**src/rtl/fifo_shift_datapath.sv**
```systemverilog
// Storage and read path of the shift-register FIFO: words shift in at mem[0], the oldest is read at mem[pc-1].
// Optional sticky overflow/underflow flags are enabled by defining FIFO_ERR_FLAGS_EN.
module fifo_shift_datapath #(
    parameter int DEPTH  = 4,
    parameter int DATA_W = 8
) (
    input  logic              clk,
    input  logic              reset,
    input  logic              push,
    input  logic              pop,
    input  logic [DATA_W-1:0] data_in,
    input  logic [DEPTH-1:0]  pc,
    output logic [DATA_W-1:0] data_out,
    output logic              valid,
    output logic              full,
    output logic              empty
`ifdef FIFO_ERR_FLAGS_EN
    ,
    output logic              ovf,
    output logic              unf
`endif
);

    localparam int IDX_W = (DEPTH > 1) ? $clog2(DEPTH) : 1;
    localparam int unsigned DEPTH_U = DEPTH;
    localparam logic [DEPTH-1:0] PC_FULL = DEPTH'(DEPTH - 1);

    // Read index pc-1, saturated to the last entry so an illegal pc never reads out of range.
    function automatic logic [IDX_W-1:0] sat_idx(input logic [DEPTH-1:0] p);
        int unsigned pv;
        pv = 32'(p);
        if (pv == 0)
            return '0;
        else if (pv >= DEPTH_U)
            return IDX_W'(DEPTH_U - 1);
        else
            return IDX_W'(pv - 1);
    endfunction

    logic [DATA_W-1:0] mem_p0 [DEPTH];
    logic [DATA_W-1:0] rd_word_p0;
    logic              shift_p0;
    logic              rd_p0;
    logic [DATA_W-1:0] data_p1;
    logic              vld_p1;

    assign full  = (pc == PC_FULL);
    assign empty = (pc == '0);

    // A simultaneous pop makes room, so push&pop shifts even when full (and at pc==0).
    assign shift_p0   = push & (pop | ~full);
    assign rd_p0      = pop & ~empty;
    assign rd_word_p0 = mem_p0[sat_idx(pc)];

    always_ff @(posedge clk) begin
        if (reset) begin
            for (int i = 0; i < DEPTH; i++)
                mem_p0[i] <= '0;
            if (push & pop)
                mem_p0[0] <= data_in;
            data_p1 <= '0;
            vld_p1  <= 1'b0;
        end else begin
            if (shift_p0) begin
                for (int i = 1; i < DEPTH; i++)
                    mem_p0[i] <= mem_p0[i-1];
                mem_p0[0] <= data_in;
            end
            if (rd_p0)
                data_p1 <= rd_word_p0;
            vld_p1 <= rd_p0;
        end
    end

    // ---- stage p1: registered read port ----
    assign data_out = data_p1;
    assign valid    = vld_p1;

`ifdef FIFO_ERR_FLAGS_EN
    always_ff @(posedge clk) begin
        if (reset) begin
            ovf <= 1'b0;
            unf <= 1'b0;
        end else begin
            if (push & full & ~pop)
                ovf <= 1'b1;
            if (pop & empty & ~push)
                unf <= 1'b1;
        end
    end
`endif

endmodule
```
**config.mk**
```make
export PLATFORM = sky130hd
export DESIGN_NAME = fifo_shift_datapath
export DESIGN_NICKNAME = d
export VERILOG_FILES = /design/src/rtl/fifo_shift_datapath.sv
export SDC_FILE = /design/constraint.sdc
export NUM_CORES = 1
export LEC_CHECK = 0
export ABC_AREA = 0
export CAP_MARGIN = 20
export CORE_MARGIN = 4
export CORE_UTILIZATION = 35
export CTS_CLUSTER_DIAMETER = 100
export DETAILED_ROUTE_END_ITERATION = 10
export GPL_TIMING_DRIVEN = 0
export SLEW_MARGIN = 5
export SYNTH_ARGS = -nofsm -noshare
export SYNTH_HDL_FRONTEND = slang
export SYNTH_SLANG_ARGS = --single-unit
```
**constraint.sdc**
```tcl
create_clock -name clk -period 2.9 [get_ports clk]
set_clock_uncertainty 0.05 [all_clocks]
set_input_delay 0.435 -clock clk [delete_from_list [all_inputs] [get_ports clk]]
set_output_delay 0.435 -clock clk [all_outputs]
set_load 0.01 [all_outputs]
```
-- Yosys cells after proc, flatten, opt, wreduce, memory -nomap -nowiden
Memory sizes are Yosys's and may differ from the RTL's. A register that Yosys moved wholly into a read port is not among the register bits.
Index checks and enable logic that the tools add are counted.
- mux-type cells: 15
- bitwise operators: 11
- reductions and logical operators: 1
- order comparisons: 1
- equality and inequality tests: 1
- add/sub/neg operators: 1
- operator list (kind ; count):
    two-way mux 8 bit ; 5
    two-way mux 1 bit ; 8
    OR 1 bit ; 6
    == test 4 x 2 -> 1 bit, second input constant ; 1
    >= comparator 4 x 3 -> 1 bit, second input constant ; 1
    zero test 4 bit ; 1
    two-way mux 2 bit ; 2
    bitwise AND 1 bit ; 3
    inverter 1 bit ; 2
    subtractor 2 x 1 -> 2 bit, second input constant ; 1
- word-level logic and storage cells: 32
- bits of input ports: 16
- register bits after elaboration: 1
- memory bits (writable): 32
- output and inout bits: 11
- memories kept: 1
- memory list (name ; words ; bits a word ; read ports ; clocked after Yosys merged registers in ; write ports ; line ; source):
    mem_p0 ; 4 ; 8 ; 4 ; 1 ; 4 ; 40 ; logic [DATA_W-1:0] mem_p0 [DEPTH];

-- Longest topological paths before layout
- word-level depth: 8
- depth in mapped cells: 9
- gate-level depth less buffers: 6

-- Least setup slack after synthesis
Ideal clock, no wire load.
- kind: input to register
- start: in pc[3]
- end: mem mem_p0[0][0] (enable)
- required time: 2.444 ns
- cell stages on the path: 4
- slack: 0.779 ns
- library setup time: 0.406 ns
- data arrival time: 1.665 ns
- cell sequence: or2_1 > buf_6 > o21ai_4 > or2b_1
- RTL lines (element ; line ; source):
    start: declaration ; 12 ; input logic [DEPTH-1:0] pc,
    end: declaration ; 40 ;

-- Worst setup path in the final report
- start: in pc[0]
- end: out empty
- longest elaborated chain between the ends: 1
- ends and longest elaborated chain (element ; line ; source):
    zero test 4 bit ; 48 ; assign empty = (pc == '0);
    end: declaration ; 16 ; output logic empty
Every way passes these cells.

==> reports/qor.yml <==
synthesis:
  synth_top_cell_area_share: 0.503
  synth_cell_type_count: 28
  avgSynthCellArea_um2: 11.4
  syn_nets: 186
  ys_ff_latch: 41
  syn_inst: 168
  ys_seq_area_frac: 0.597
  synth_area_leader_cell: "edfxtp_1"
  yosysWarnings: 0
  synthesis.area_um2: 1910
  synth.area.top_cells: "edfxtp_1 50%, dfxtp_1 9.4%, and2_1 4.9%"
final_layout:
  insertedDiodeCount: 0
  finish.utilization: 0.461
  final_common_cell: "edfxtp_1"
  fin_nets: 220
  area_growth_pct: 25.5
  final_cell_mix: "32 x edfxtp_1, 26 x clkdlybuf4s50_1, 19 x inv_1"
  fin_cells: 273
  design_area_um2: 2400
  drive_above_1_share: 0.148
power_and_ir_drop:
  cellLeakagePower_nw: 0.875
  peakVddDrop_mv: 0.296
  power.density_nw_per_um2: 543
clock_network:
  cts-root-buf: "clkbuf_8"
  h-tree-depth: 2
  cts.reportedPaths.clkPinSlew_ps: 80
  cts_sinks: 41
  cts_tree: "built"
  clock_path_buffers: 2
  worstSkewPairLatency_ps: 300
  numCtsBuffers: 5
  post-cts-setup-buffer-count: 0
placed_design:
  gp_congestion: 0.728
  place_area_um2: 2290
  dp_cells: 266
  portBuffers: 26
  hpwl_um: 2640
die:
  core_um2: 5200
  io_pins: 27
  start_util: 0.367
  chipHeight_um: 81.9
  die_w_um: 81.9
  dieArea_um2: 6710
  rows: 26
sta:
  finalSetupViolCount: 0
  slew_violations: 0
  period_share: 0.935
  hold_viol: 0
  period_minus_slack_ps: 2710
  rsz0062_at_grt: "false"
  max_slew.worst_pin.slew_ps: 598
  whs_ps: 407
  setup_tns_ps: 0
  relSlewSlack: 0.600
  fmax_mhz: 369
global_route:
  grt_pass1_wl_um: 6050
  grt_max_degree: 19
  grt_pass1_vias: 1259
  grt.overflow.total: 0
  grt_antenna_before_repair: 0
  grt_usage: 0.125
worst_setup_path:
  critPathCaptureType: "output pin"
  worstPathBufferInverterCount: 5
  r2r_slack_ps: 1700
  crit_family: "buffers and inverters"
  critPathKind: "input port to output pin"
  critical_path_peak_fanout: 18
  max_stage_delay_ps: 540
  critPathLaunchType: "input port"
  crit_chain: "clkdlybuf4s50_1 -> buf_2 -> inv_1 -> ha_1 -> clkinv_2 -> nor2_1 -> clkdlybuf4s50_1"
  cp.required_ps: 2410
  cpMostUsedCell: "clkdlybuf4s50_1"
  crit_slowest_cell: "clkdlybuf4s50_1"
  arrival_ps: 2230
drt:
  wl_per_cell_um: 13.7
  drt_iter0_drc: 178
  totalWireLength_um: 3740
  firstDrtPassIters: 4
  vias: 1272
  ant_nets: 0
  remaining_drc_errors: 0
  viasPerCell: 4.66
worst_hold_path:
  hp-class: "flip-flop to flip-flop"
status:
  outcome: "finished, final reports clean"
run:
  drv_cap: 0
[worst register-to-register path, cell delays in order (launching register included)]
cell and delay (ps):
edfxtp_1 360, inv_1 80, o21ai_0 70, a221oi_1 390
o32ai_1 140
[per-layer routing]
layer	share of wire	vias up	GRT usage
li1	-	664	-
met1	0.50	556	0.168
met2	0.41	45	0.183
met3	0.068	7	0.0340
met4	0.022	0	0.0648
met5	0	-	0
[path summary, 6_finish.rpt]
path | startpoint | cells after the start | to
worst min-delay path | data_out[7] | 2 | data_out[7]
worst min register to register | data_out[7] | 2 | data_out[7]
worst max-delay path | pc[0] | 7 | empty
worst max register to register | mem_p0[1][6] | 4 | data_out[6]
[timing repair]
action / CTS / global route
gates resized for setup: 1 / 1
hold buffers: 0 / 0
endpoints found under the setup margin: 1 / 1
[registers in the layout, summed over array words and instances, names as in the netlist]
register  count
mem_p0       32
data_out      8
valid         1
[power breakdown]
group | switching (mW) | leakage [nW] | internal [mW]
registers | 0.0166 | 0.424 | 0.678
logic | 0.0858 | 0.394 | 0.0782
clock network | 0.198 | 0.0566 | 0.246
total | 0.300 | 0.875 | 1.00
[cell families after synthesis]
kind of cell | Yosys count | share of synthesized area
fa+ha+maj | 2 | 0.0131
flops | 41 | 0.597
compound gates | 44 | 0.156
buf+inv | 29 | 0.0674
simple gates | 52 | 0.167
[layout make-up]
| type | instances | area [µm²] |
|---|---|---|
| well taps | 70 | 87.6 |
| fillers | 514 | 2810 |
| flip-flops and latches | 41 | 1140 |
| plain buffers | 8 | 50.0 |
| clock buffers | 8 | 111 |
| inverters | 20 | 76.3 |
| multi-input cells | 98 | 642 |
| repair buffers | 28 | 290 |
[through the flow]
| stage | worst slack [ps] | total power, mW |
|---|---|---|
| finish | 188 | 1.30 |
| global route | 63.8 | 1.35 |
| CTS | 103 | 1.31 |
| detailed placement | -211 | 0.874 |
| global placement | -199 | 0.867 |
| floorplan | 779 | 0.800 |
[synthesized netlist by cell type (all sizes together)]
cell type  instances
o21ai             10
clkbuf             3
nand2b             2
or2                3
nor3               8
or2b               1
a21oi             17
edfxtp            32
nand2              9
o21a               1
a221oi             8
nor2               4
buf                6
dfxtp              9
clkinv             1
and2              25
inv               19
o32ai              8
ha                 2
Note: power is estimated with default switching activity, not from simulation.
